`src/rtl/oserdes_sched_pkg.sv`:
```
// Shared types, defaults and helpers for the OSERDES trigger scheduler.
package oserdes_sched_pkg;

  localparam int unsigned DEF_WIDTH     = 8;
  localparam int unsigned DEF_GAP_WORDS = 2;
  localparam int unsigned DEF_NREQ      = 4;
  localparam int unsigned DEF_PW_BITS   = 8;

  // Widest word the thermometer helper can build.
  localparam int unsigned THERM_MAX = 64;

  typedef enum logic [1:0] {
    IDLE = 2'd0,
    EMIT = 2'd1,
    GAP  = 2'd2
  } state_t;

  // Top n bits of a width-bit word set (MSB-first pulse head), result right-aligned.
  function automatic logic [THERM_MAX-1:0] therm_msb(input int unsigned n,
                                                     input int unsigned width);
    logic [THERM_MAX-1:0] t;
    t = '0;
    for (int unsigned i = 0; i < THERM_MAX; i++) begin
      if ((i < width) && ((i + n) >= width)) t[i] = 1'b1;
    end
    return t;
  endfunction

endpackage

```
`src/rtl/rr_arbiter.sv`:
```
// Combinational round-robin picker: first requester strictly after i_last, cyclic.
module rr_arbiter #(
  parameter  int unsigned NREQ  = 4,
  localparam int unsigned IDX_W = (NREQ > 1) ? $clog2(NREQ) : 1
) (
  input  logic [NREQ-1:0]  i_req,
  input  logic [IDX_W-1:0] i_last,
  output logic [NREQ-1:0]  o_gnt,
  output logic [IDX_W-1:0] o_index
);

  logic        w_found;
  int unsigned w_cand;

  // Scan the requesters starting one past the last winner.
  always_comb begin
    o_gnt   = '0;
    o_index = '0;
    w_found = 1'b0;
    w_cand  = 0;
    for (int unsigned k = 1; k <= NREQ; k++) begin
      w_cand = (32'(i_last) + k) % NREQ;
      if (!w_found && i_req[IDX_W'(w_cand)]) begin
        w_found                = 1'b1;
        o_gnt[IDX_W'(w_cand)] = 1'b1;
        o_index                = IDX_W'(w_cand);
      end
    end
  end

endmodule

```
`src/rtl/oserdes_trigger_scheduler.sv`:
```
// Arbitrates trigger requests and turns each pulse width into MSB-first serializer words.
module oserdes_trigger_scheduler
  import oserdes_sched_pkg::*;
#(
  parameter  int unsigned WIDTH     = DEF_WIDTH,
  parameter  int unsigned NREQ      = DEF_NREQ,
  parameter  int unsigned PW_BITS   = DEF_PW_BITS,
  parameter  int unsigned GAP_WORDS = DEF_GAP_WORDS,
  localparam int unsigned IDX_W     = (NREQ > 1) ? $clog2(NREQ) : 1
) (
  input  logic                    i_clk,
  input  logic                    i_rst_n,
  input  logic                    i_enable,
  input  logic [NREQ-1:0]         i_req,
  input  logic [NREQ*PW_BITS-1:0] i_pulse_width,
  output logic [NREQ-1:0]         o_ack,
  output logic [WIDTH-1:0]        o_word,
  output logic                    o_busy,
  output logic [IDX_W-1:0]        o_owner,
  output logic [15:0]             o_pulse_count,
  output logic [7:0]              o_abort_count
);

  localparam int unsigned GAP_W    = (GAP_WORDS > 1) ? $clog2(GAP_WORDS) : 1;
  localparam int unsigned GAP_LOAD = (GAP_WORDS > 0) ? GAP_WORDS - 1 : 0;

  state_t             r_state,        w_nxt_state;
  logic [PW_BITS-1:0] r_remaining,    w_nxt_remaining;
  logic [GAP_W-1:0]   r_gap_cnt,      w_nxt_gap_cnt;
  logic [WIDTH-1:0]   r_word,         w_nxt_word;
  logic [NREQ-1:0]    r_ack,          w_nxt_ack;
  logic               r_busy;
  logic [IDX_W-1:0]   r_owner,        w_nxt_owner;
  logic [IDX_W-1:0]   r_last,         w_nxt_last;
  logic [15:0]        r_pulse_count,  w_nxt_pulse_count;
  logic [7:0]         r_abort_count,  w_nxt_abort_count;

  logic [NREQ-1:0]    w_gnt;
  logic [IDX_W-1:0]   w_idx;
  logic [PW_BITS-1:0] w_pw;
  logic [PW_BITS-1:0] w_src;
  logic               w_src_last;
  logic [WIDTH-1:0]   w_therm;
  logic               w_load;

  rr_arbiter #(
    .NREQ (NREQ)
  ) u_arb (
    .i_req   (i_req),
    .i_last  (r_last),
    .o_gnt   (w_gnt),
    .o_index (w_idx)
  );

  // Word source: the granted width in IDLE, otherwise the bits still owed.
  always_comb begin
    w_pw       = i_pulse_width[32'(w_idx) * PW_BITS +: PW_BITS];
    w_src      = (r_state == IDLE) ? w_pw : r_remaining;
    w_src_last = (32'(w_src) <= WIDTH);
    w_therm    = WIDTH'(therm_msb(32'(w_src), WIDTH));
  end

  // Next-state and next-output decode; w_load emits the next chunk of w_src.
  always_comb begin
    w_nxt_state       = r_state;
    w_nxt_remaining   = r_remaining;
    w_nxt_gap_cnt     = r_gap_cnt;
    w_nxt_word        = '0;
    w_nxt_ack         = '0;
    w_nxt_owner       = r_owner;
    w_nxt_last        = r_last;
    w_nxt_pulse_count = r_pulse_count;
    w_nxt_abort_count = r_abort_count;
    w_load            = 1'b0;

    case (r_state)
      IDLE: begin
        if (i_enable && (|i_req)) begin
          w_nxt_ack   = w_gnt;
          w_nxt_owner = w_idx;
          w_nxt_last  = w_idx;
          if (w_pw != '0) begin
            w_nxt_state = EMIT;
            w_load      = 1'b1;
          end
        end
      end
      EMIT: begin
        if (r_remaining == '0) begin
          if (GAP_WORDS == 0) begin
            w_nxt_state = IDLE;
          end else begin
            w_nxt_state   = GAP;
            w_nxt_gap_cnt = GAP_W'(GAP_LOAD);
          end
        end else if (!i_enable) begin
          w_nxt_state     = IDLE;
          w_nxt_remaining = '0;
          if (r_abort_count != 8'hFF) w_nxt_abort_count = r_abort_count + 8'd1;
        end else begin
          w_load = 1'b1;
        end
      end
      GAP: begin
        if (r_gap_cnt == '0) begin
          w_nxt_state = IDLE;
        end else begin
          w_nxt_gap_cnt = r_gap_cnt - GAP_W'(1);
        end
      end
      default: begin
        w_nxt_state = IDLE;
      end
    endcase

    if (w_load) begin
      if (w_src_last) begin
        w_nxt_word        = w_therm;
        w_nxt_remaining   = '0;
        w_nxt_pulse_count = r_pulse_count + 16'd1;
      end else begin
        w_nxt_word      = '1;
        w_nxt_remaining = w_src - PW_BITS'(WIDTH);
      end
    end
  end

  // State and registered outputs; reset clears the word immediately.
  always_ff @(posedge i_clk or negedge i_rst_n) begin
    if (!i_rst_n) begin
      r_state       <= IDLE;
      r_remaining   <= '0;
      r_gap_cnt     <= '0;
      r_word        <= '0;
      r_ack         <= '0;
      r_busy        <= 1'b0;
      r_owner       <= '0;
      r_last        <= IDX_W'(NREQ - 1);
      r_pulse_count <= '0;
      r_abort_count <= '0;
    end else begin
      r_state       <= w_nxt_state;
      r_remaining   <= w_nxt_remaining;
      r_gap_cnt     <= w_nxt_gap_cnt;
      r_word        <= w_nxt_word;
      r_ack         <= w_nxt_ack;
      r_busy        <= (w_nxt_state != IDLE);
      r_owner       <= w_nxt_owner;
      r_last        <= w_nxt_last;
      r_pulse_count <= w_nxt_pulse_count;
      r_abort_count <= w_nxt_abort_count;
    end
  end

  assign o_ack         = r_ack;
  assign o_word        = r_word;
  assign o_busy        = r_busy;
  assign o_owner       = r_owner;
  assign o_pulse_count = r_pulse_count;
  assign o_abort_count = r_abort_count;

endmodule

```
`config.mk`:
```
export PLATFORM = sky130hd
export DESIGN_NAME = oserdes_trigger_scheduler
export DESIGN_NICKNAME = d
export VERILOG_FILES = /design/src/rtl/oserdes_sched_pkg.sv /design/src/rtl/rr_arbiter.sv /design/src/rtl/oserdes_trigger_scheduler.sv
export SDC_FILE = /design/constraint.sdc
export NUM_CORES = 1
export LEC_CHECK = 0
export ABC_AREA = 1
export BUFFER_PORTS_ARGS = -buffer_cell sky130_fd_sc_hd__buf_2
export CORE_MARGIN = 2
export CORE_UTILIZATION = 50
export DETAILED_ROUTE_END_ITERATION = 8
export GPL_ROUTABILITY_DRIVEN = 0
export MAX_ROUTING_LAYER = met4
export PLACE_DENSITY_LB_ADDON = 0.3
export SETUP_SLACK_MARGIN = 0.02
export SYNTH_ARGS = -nofsm -noshare
export SYNTH_HDL_FRONTEND = slang
export SYNTH_SLANG_ARGS = --single-unit
export TNS_END_PERCENT = 30
```
`constraint.sdc`:
```
create_clock -name i_clk -period 2.93 [get_ports i_clk]
set_input_delay 0 -clock i_clk [delete_from_list [all_inputs] [get_ports i_clk]]
set_output_delay 0 -clock i_clk [all_outputs]
set_load 0.1 [all_outputs]
```
Yosys cells after proc, flatten, opt, wreduce, memory -nomap -nowiden
Index checks and enable logic that the tools add are counted.

operators by class
  mux-type cells = 59
  add/sub/neg operators = 15
  bitwise gates (word level) = 5
  reductions and logical operators = 23
  equal/unequal tests = 6
  shift-type cells = 1
  $lt $le $gt $ge = 17

operators by type and width
  cell                   number
  $mux 8                 8
  $ge 9x4->1 const B     7
  $add 3x8->9 const A    4
  $shiftx 32x6->8        1
  $mux 1                 25
  $mux 4                 6
  $add 2x8->9 const A    2
  $mux 2                 9
  $add 16x1->16 const B  1
  $lt 2x3->1 const B     4
  $or 4x4->4             3
  $add 1x8->9 const A    1
  $add 8x1->8 const B    1
  $bmux 1 s2             4
  $demux 1 s2            4
  $ge 2x1->1 const B     4
  $ge 8x4->1 const B     1
  $le 8x4->1 const B     1
  $logic_and 1x1->1      8
  $logic_not 8->1        1
  $ne 8x8->1 const B     1
  $reduce_bool 8->1      1
  $sub 8x4->8 const B    1
  $pmux 2 s3             1
  16 further kinds       27

storage, ports and cells
  register bits = 52
  input bits = 39
  output and inout port bits = 39
  word-level logic and storage cells = 136

Depth between registers and ports, before layout
Gate-level depths: netlist of the first run.

  depth in word-level cells = 20
  depth in mapped cells = 26
  gate-level depth less buffers = 24

Modules after synthesis
A second synthesis of the first run with hierarchy kept.

unflattened totals
  cell total of the unflattened synthesis = 544
  area, all modules = 3,917.5 um^2

by module, submodules not included
  module                     seq. area each (um^2)  times used  cells each  area an instance (um^2)
  oserdes_trigger_scheduler  1,303.8                1           459         3,382.0
  rr_arbiter                 0.0                    1           85          535.5

Worst setup path after synthesis of the first run
No wires, ideal clock.

  path kind = reg2reg
  start = register r_last[0]
  end = register r_word[2], in the netlist o_word[2]
  buffers on the path = 2
  setup slack = -154 ps
  setup time = 117 ps
  clock period less this slack = 3,084 ps
  cell stages (with the launch flop) = 27
  arrival = 2,967 ps
  data required time = 2,813 ps
  cell sequence = dfstp_2 > buf_6 > inv_6 > ha_1 > inv_1 > nand3_2 > nand2_4 > nor2_4 > nand2_1 > nand2_1 > nand2_4 > nand2_4 > buf_6 > nand2_1 > nand3_1 > nand3_1 > nand2_2 > inv_1 > ha_1 > inv_1 > nor2_1 > nand3_1 > nand2_1 > nor2_1 > nand2_1 > nor2_1 > nor2_1

between the ends
  cells in the longest elaborated chain, start to end = 20
  elaborated cells between the ends (all ways) = 37
  classes of those cells = add/sub (5); order compare (2); shift (1); mux (22); reduce/logical (7)

RTL lines
  what                          line                              RTL
  start: declaration            oserdes_trigger_scheduler.sv:34   logic [IDX_W-1:0] r_last, w_nxt_last;
  start signal: assignment      oserdes_trigger_scheduler.sv:138  r_last <= IDX_W'(NREQ - 1);
  start signal: assignment      oserdes_trigger_scheduler.sv:149  r_last <= w_nxt_last;
  $add 2x1->2                   rr_arbiter.sv:22                  w_cand = (32'(i_last) + k) % NREQ;
  $bmux 1 s2                    rr_arbiter.sv:23                  if (!w_found && i_req[IDX_W'(w_cand)]) begin
  $mux 1 (not written as such)  rr_arbiter.sv:23
  $mux 1                        rr_arbiter.sv:23
  $logic_not 1->1               rr_arbiter.sv:23
  $logic_and 1x1->1             rr_arbiter.sv:23
  $mux 1                        rr_arbiter.sv:23
  $logic_not 1->1               rr_arbiter.sv:23
  (+5 left out)                 n/a
  $shiftx 32x6->8 *             oserdes_trigger_scheduler.sv:57   w_pw = i_pulse_width[32'(w_idx) * PW_BITS +: PW_BITS];
  $mux 8                        oserdes_trigger_scheduler.sv:58   w_src = (r_state == IDLE) ? w_pw : r_remaining;
  $add 2x8->9                   oserdes_sched_pkg.sv:24           if ((i < width) && ((i + n) >= width)) t[i] = 1'b1;
  $ge 9x4->1                    oserdes_sched_pkg.sv:24
  $mux 1                        oserdes_sched_pkg.sv:24
  $mux 8                        oserdes_trigger_scheduler.sv:117  if (w_src_last) begin
  $mux 8 *                      oserdes_trigger_scheduler.sv:116  if (w_load) begin
  net w_nxt_word[2]             oserdes_trigger_scheduler.sv:30   logic [WIDTH-1:0] r_word, w_nxt_word;
  end signal: assignment        oserdes_trigger_scheduler.sv:145  r_word <= w_nxt_word;
  end: declaration              oserdes_trigger_scheduler.sv:30

Mark *: on every way through the listed nets, which the timed path passes. The rest lies on a longest branch. The select of a mux whose other input is x is not followed.
A chain may end at the register's enable or synchronous reset.

Final worst setup path of the first run
  start = register r_last[0]
  end = register r_pulse_count[6], in the netlist o_pulse_count[6]

between the ends
  cells in the longest elaborated chain, start to end = 19
  elaborated cells between the ends (all ways) = 33
  classes of those cells = add/sub (4); order compare (1); shift (1); mux (19); reduce/logical (8)

RTL lines
  what                                                                line                              RTL
  $add 2x1->2                                                         rr_arbiter.sv:22
  $bmux 1 s2                                                          rr_arbiter.sv:23
  $mux 1 (not written as such)                                        rr_arbiter.sv:23
  $mux 1                                                              rr_arbiter.sv:23
  $logic_not 1->1                                                     rr_arbiter.sv:23
  $logic_and 1x1->1                                                   rr_arbiter.sv:23
  $mux 1                                                              rr_arbiter.sv:23
  $logic_not 1->1                                                     rr_arbiter.sv:23
  $logic_and 1x1->1                                                   rr_arbiter.sv:23
  $mux 1                                                              rr_arbiter.sv:23
  $logic_not 1->1                                                     rr_arbiter.sv:23
  $logic_and 1x1->1                                                   rr_arbiter.sv:23
  $mux 2 *                                                            rr_arbiter.sv:23
  $shiftx 32x6->8 *                                                   oserdes_trigger_scheduler.sv:57
  parallel branches: the longest is 4 deep, another holds $le 8x4->1  n/a
  $reduce_and 2->1 (no line) *                                        n/a
  end signal: assignment                                              oserdes_trigger_scheduler.sv:150  r_pulse_count <= w_nxt_pulse_count;
  end: declaration                                                    oserdes_trigger_scheduler.sv:35   logic [15:0] r_pulse_count, w_nxt_pulse_count;

Mark *: on every way between the ends. The select of a mux whose other input is x is not followed.

==> run metrics, run 1 <==
Compound-Gate Fraction of Synth Area=0.05355; Mapped Avg Cell Area=slightly above 7 µm²; initial core utilization=0.5154; grt ovf=0; Post-synth EDFFs=0; Hold Path Depth=3; failing checks=negative setup slack; post-DP HPWL=7020 µm; Final Cycle Share=1.053; row cnt=31; final setup fails=32; die span in x=about 90 µm; largest family of logic cells by synthesized area=simple AND/OR/NAND/NOR gates; clk slew on worst S/H paths=approximately 0.10 ns; Cells after Synth=roughly 520; max incr delay on CP=0.61 ns; status=complete, but fails checks; vias in the first global route=around 3700; final cell area excluding filler cells=5029 µm²; RSZ-0062 raised after global routing=yes; Area after DPL=~4500 µm²; CTS max path bufs=2; Final Skew=~0.013 ns; ys flop type=dfrtp_1; xor/xnor share of the synthesized area=0.05388; synthesized flop and latch total=52; H-tree level count=2; layout cells sized above 1=0.3781; Core ar.=7253 µm²; Post-Synth Adder-Cell Area=0.03681; number of detailed-route iterations in the first pass=5; post-synth cell types=38; die area=8185 µm²; synth top area cells=dfrtp_1 33%, nand2_1 16%, nand3_1 9.9%, inv_1 5.3%, ha_1 3.7%; root buffer cell=clkbuf_8; Post-Synth Simple-Gate Area=0.4150; Sink Count=between 50 and 60; Worst-Skew Late Latency=a little over 0.3 ns; Yosys top cell by area=dfrtp_1; number of remaining DRC errors=0; WL final=9886 µm; Hold WS=roughly 0.060 ns; Yosys top cell area share=0.3347; FMAX=roughly 320 MHz; Wirelength per Cell=roughly 13 µm; critical path cell sequence=inv_8 -> ha_4 -> inv_4 -> nand3_4 -> nand2_8 -> nor2_8 -> buf_6 -> nand4_4 -> clkbuf_16 -> nand3_1 -> nand2_1 -> nand2_1 -> nand4_1 -> nand3b_1 -> nand2_2 -> nand2_4 -> nand2_8 -> clkbuf_16 -> nand2_1 -> o21ai_1; syn_nets=566; max cap viols=0; Hold Crit Class=in -> reg; Hold Fails Final Rpt=0; mux cell area share after synthesis=0.003012; routed vias/inst=about 5.3; FF-to-FF path depth=20; critical path class=reg -> reg; most used cell along the critical path=nand2_1; Final WS setup=-0.1562 ns; initial antenna violation count=0; die height=between 90 and 100 µm; Required @ worst endpoint=3.17 ns; via count=roughly 3900; antenna cells=0; first-pass GRT wire length=15580 µm; CP Max Fanout=8; P&R area growth vs syn=34.50%; # nets final=roughly 690; Worst Setup End Kind=flip-flop; yosys warns=0; synthesized area=3739 µm²; Worst-Margin Slew=approximately 0.76 ns; Post-Place Worst Slack=-0.1381 ns; sequential area share after synthesis=0.3487; Slew HR=0.4955; final worst path period need=between 3 and 4 ns; GR Util All Layers=0.2314; share of flip-flops with an asynchronous set or reset=1.000; critical path startpoint category=flip-flop; Slowest-stage cell, CP=dfstp_2; Initial DRC Count=approximately 190; Ports=roughly 80; I/O Buffers=just under 80; max-slew violations=0; count of antenna-violating nets left after detailed routing=0; pin count of the biggest net entering global routing=35; Num CTS Buffers=5; CTS tree=built; crit path DAT=around 3.3 ns
synthesized netlist by cell type (6+ instances only):
master and number:
nand2_2 9, xnor2_1 11, or2_2 6, nor3_1 6, nand3_2 10, o21ai_0 14
inv_1 53, nand3_1 74, nand4_1 6, dfrtp_1 50, nor2_1 31, inv_2 7
nand2_4 8, nand2_1 156, a21oi_1 6, ha_1 11, xor2_1 12
worst paths after layout:
check | endpoint | slack [ns] | startpoint
min in group asynchronous | o_owner[1]$_DFFE_PN0P_ | 0.30 | i_rst_n
min | o_word[7]$_DFF_PN0_ | 0.06 | i_enable
min reg2reg | o_abort_count[7]$_DFFE_PN0P_ | 0.50 | o_abort_count[7]$_DFFE_PN0P_
max reg2reg | o_pulse_count[6]$_DFFE_PN0P_ | -0.16 | r_last[0]$_DFFE_PN1P_
max in group asynchronous | o_pulse_count[4]$_DFFE_PN0P_ | 1.90 | i_rst_n
max | o_pulse_count[6]$_DFFE_PN0P_ | -0.16 | r_last[0]$_DFFE_PN1P_
kinds of logic (layout without fill, tap and decap cells):
kind of cell,Yosys count,count (layout)
AO/OA/AOI/OAI,35,35
XOR/XNOR,23,23
adder cells (fa/ha/maj),11,11
buffers and inverters,74,198
flip-flops,52,52
multiplexers,1,1
AND/OR/NAND/NOR,320,320
sequential cells by signal, summed over array words and instances (netlist names):
signal and flops:
o_owner 2, o_busy 1, r_last 2, o_word 8, r_remaining 8, r_state 2
o_ack 4, o_abort_count 8, o_pulse_count 16, r_gap_cnt 1
critical path, delay by kind of cell, from the launching register on:
kind,cells,cell delay (ns)
AOI/OAI and AO/OA,1,0.07
and+or+nand+nor,13,1.44
DFF,1,0.61
adders and majority gates,1,0.29
buffers and inverters,5,0.59
final cells by class:
type                    instances  area [µm²]
multi-input cells             390        2386
fillers                       590        2225
flip-flops and latches         52        1304
repair buffers                129       877.1
inverters                      61       249.0
well taps                      99       123.9
clock buffers                   6       72.57
clock inverters                 2       16.27
routing by layer:
metal / up-vias / share of wire / global-route usage
li1: 1911 / - / -
met1: 1853 / 0.43 / 0.2779
met2: 134 / 0.52 / 0.4061
met3: 18 / 0.038 / 0.03756
met4: 0 / 0.017 / 0.05769
met5: - / 0 / -
cell usage in the layout, fill, tap and decap left out, types with 7 or more instances in the layout:
master   netlist  routed
nand2_1      156     135
buf_2          4      77
nand3_1       74      52
dfrtp_1       50      50
inv_1         53      49
buf_4          4      41
nand3_2       10      30
nand2_2        9      28
nor2_1        31      25
o21ai_0       14      13
xor2_1        12      12
xnor2_1       11      11
ha_1          11       9
nand2_4        8       7
inv_2          7       7
metrics by stage:
stage | TNS [ns] | cells | utilization
after floorplan | -0.04239 | 516 | -
after global placement | -0.02778 | 720 | 0.6241
after detailed placement | -2.177 | 720 | 0.6241
after CTS | -1.220 | 729 | 0.6400
after global routing | -8.020 | 739 | 0.6933
final | -3.181 | 739 | 0.6933
timing repair:
action	in CTS	in global routing
setup endpoints to repair	32	33
hold endpoints to repair	31	0
cloned	0	2
pin swaps	0	36
hold buffers	1	0
gates resized for setup	5	68
setup buffers	0	8
Power of run 1 is not shown: default switching activity piles up to over one toggle a cycle in this logic, so the estimate is an artifact.
==> run 2: changes to the inputs <==
--- a/config.mk
+++ b/config.mk
@@ -9,12 +9,13 @@
 export BUFFER_PORTS_ARGS = -buffer_cell sky130_fd_sc_hd__buf_2
 export CORE_MARGIN = 2
 export CORE_UTILIZATION = 50
+export CTS_CLUSTER_SIZE = 14
 export DETAILED_ROUTE_END_ITERATION = 8
 export GPL_ROUTABILITY_DRIVEN = 0
 export MAX_ROUTING_LAYER = met4
 export PLACE_DENSITY_LB_ADDON = 0.3
 export SETUP_SLACK_MARGIN = 0.02
+export SKIP_CTS_REPAIR_TIMING = 1
 export SYNTH_ARGS = -nofsm -noshare
 export SYNTH_HDL_FRONTEND = slang
 export SYNTH_SLANG_ARGS = --single-unit
-export TNS_END_PERCENT = 30
==> run metrics, run 2 (synthesized netlist as in run 1, its figures left out) <==
critical path class=reg -> reg (unchanged); Final Cycle Share=1.030 (was 1.053); root buffer cell=clkbuf_8 (unchanged); Num CTS Buffers=5 (unchanged); Post-Route M1 WL=4289 µm (was 4232 µm); Hold WS=-0.09363 ns (was 0.05951 ns); CTS tree=built (unchanged); die height=90.47 µm (unchanged); critical path startpoint category=flip-flop (unchanged); die span in x=90.47 µm (unchanged); most frequent cells in the layout=125 x nand2_1, 78 x buf_2, 56 x nand3_1 (was 135 x nand2_1, 77 x buf_2, 52 x nand3_1); r2r setup slk=-0.09 ns (was -0.16 ns); met3 WL=371 µm (was 376 µm); number of detailed-route iterations in the first pass=5 (unchanged); Worst-Skew Late Latency=0.30 ns (was 0.31 ns); clk slew on worst S/H paths=0.09 ns (was 0.10 ns); Final Skew=0.009287 ns (was 0.01309 ns); Initial DRC Count=221 (was 191); GR Util All Layers=0.2299 (was 0.2314); first-pass GRT wire length=15550 µm (was 15580 µm); max reg flops=16 (unchanged); Required @ worst endpoint=3.13 ns (was 3.17 ns); Sink Count=52 (unchanged); antenna cells=0 (unchanged); P&R area growth vs syn=36.14% (was 34.50%); Worst-Margin Slew=1.126 ns (was 0.7568 ns); final setup fails=24 (was 32); Area after DPL=4519 µm² (was 4527 µm²); filler cell count=591 (was 590); reg-to-reg endpoint=o_word[2]$_DFF_PN0_ (was o_pulse_count[6]$_DFFE_PN0P_); most used cell along the critical path=nand3_2 (was nand2_1); count of antenna-violating nets left after detailed routing=0 (unchanged); final cell area excluding filler cells=5090 µm² (was 5029 µm²); I/O Buffers=77 (unchanged); status=complete, but fails checks (unchanged); vias in the first global route=3657 (was 3673); final worst path period need=3.017 ns (was 3.086 ns); RR Startpoint=r_last[0]$_DFFE_PN1P_ (unchanged); pin count of the biggest net entering global routing=53 (was 35); initial antenna violation count=0 (unchanged); Worst Setup End Kind=flip-flop (unchanged); WL final=10130 µm (was 9886 µm); RSZ-0062 raised after global routing=yes (unchanged); crit path DAT=3.22 ns (was 3.33 ns); # nets final=692 (was 689); number of remaining DRC errors=0 (unchanged); layout cells sized above 1=0.3981 (was 0.3781); routed length on met2=5268 µm (was 5104 µm); die area=8185 µm² (unchanged); CTS max path bufs=2 (unchanged); max-slew violations=0 (unchanged); post-DP HPWL=7108 µm (was 7020 µm); CP Max Fanout=7 (was 8); routed vias/inst=5.287 (was 5.299); Slowest-stage cell, CP=dfstp_2 (unchanged); Hold Fails Final Rpt=50 (was 0); FMAX=331.4 MHz (was 324.0 MHz); Wirelength per Cell=13.66 µm (was 13.38 µm); critical path cell sequence=inv_8 -> ha_4 -> inv_2 -> nand3_2 -> nand2_4 -> nor2_8 -> nand4_4 -> nand2_8 -> buf_6 -> nand2_2 -> nand3_2 -> nand3_2 -> nand2_2 -> inv_4 -> ha_4 -> inv_4 -> nor2_4 -> nand3_2 -> nand2_1 -> nor2_1 -> nand2_1 -> nor2_1 -> nor2_1 (was inv_8 -> ha_4 -> inv_4 -> nand3_4 -> nand2_8 -> nor2_8 -> buf_6 -> nand4_4 -> clkbuf_16 -> nand3_1 -> nand2_1 -> nand2_1 -> nand4_1 -> nand3b_1 -> nand2_2 -> nand2_4 -> nand2_8 -> clkbuf_16 -> nand2_1 -> o21ai_1); max cap viols=0 (unchanged); Final WS setup=-0.08731 ns (was -0.1562 ns); initial core utilization=0.5154 (unchanged); grt ovf=0 (unchanged); uppermost layer routed=met4 (unchanged); Slew HR=0.2491 (was 0.4955); H-tree level count=2 (unchanged); via count=3923 (was 3916); Core ar.=7253 µm² (unchanged); Ports=78 (unchanged); Hold Crit Class=in -> async (was in -> reg); FF-to-FF path depth=23 (was 20); failing checks=negative hold slack, negative setup slack (was negative setup slack); row cnt=31 (unchanged); commonest non-fill, non-tap cell in the layout=nand2_1 (unchanged); max incr delay on CP=0.60 ns (was 0.61 ns)
[run 2: area by class of cell]
| type | instances | area, µm² | area share |
|---|---|---|---|
| Multi-Input combinational cell | 390 | 2416 | 0.4747 |
| Sequential cell | 52 | 1304 | 0.2561 |
| Inverter | 61 | 251.5 | 0.04941 |
| Tap cell | 99 | 123.9 | 0.02434 |
| Clock inverter | 1 | 7.507 | 0.001475 |
| Timing Repair Buffer | 132 | 900.9 | 0.1770 |
| Clock buffer | 7 | 86.33 | 0.01696 |
[run 2: worst max-delay path by stage]
stage	depth (start not counted)	startpoint	slack, ns	endpoint
floorplan	26	r_last[0]$_DFFE_PN1P_	-0.01	o_word[2]$_DFF_PN0_
finish	23	r_last[0]$_DFFE_PN1P_	-0.09	o_word[2]$_DFF_PN0_
global placement	22	r_last[0]$_DFFE_PN1P_	-0.05	o_word[4]$_DFF_PN0_
global route	23	r_last[0]$_DFFE_PN1P_	-0.26	o_word[2]$_DFF_PN0_
CTS	23	r_last[1]$_DFFE_PN1P_	-0.14	o_pulse_count[14]$_DFFE_PN0P_
detailed placement	23	r_last[0]$_DFFE_PN1P_	-0.12	o_pulse_count[1]$_DFFE_PN0P_
[run 2: metrics by stage]
step / setup WS, ns / util / hold WS, ns / cells / TNS, ns
after global placement: -0.04773 / 0.6231 / 0.2626 / 719 / -0.08382
after detailed placement: -0.1246 / 0.6231 / 0.2812 / 719 / -2.545
after CTS: -0.1362 / 0.6360 / -0.05390 / 727 / -3.074
final: -0.08731 / 0.7017 / -0.09363 / 742 / -0.9705
after global routing: -0.2605 / 0.7017 / 0.02029 / 742 / -5.391
after floorplan: -0.01399 / - / -0.2956 / 516 / -0.04239
[run 2: worst max-delay path, delay by kind of cell, from the launching register on]
| family | cells | cell delay, ns |
|---|---|---|
| flops | 1 | 0.60 |
| buf+inv | 5 | 0.35 |
| simple gates | 16 | 1.49 |
| fa+ha+maj | 2 | 0.45 |
[run 2: routing by layer]
layer	vias to the layer above	GRT usage
met1	1877	0.2755
met2	111	0.3949
met3	22	0.03255
met4	0	0.08333
li1	1913	-
met5	-	-
Power of run 2 is left out for the same reason.
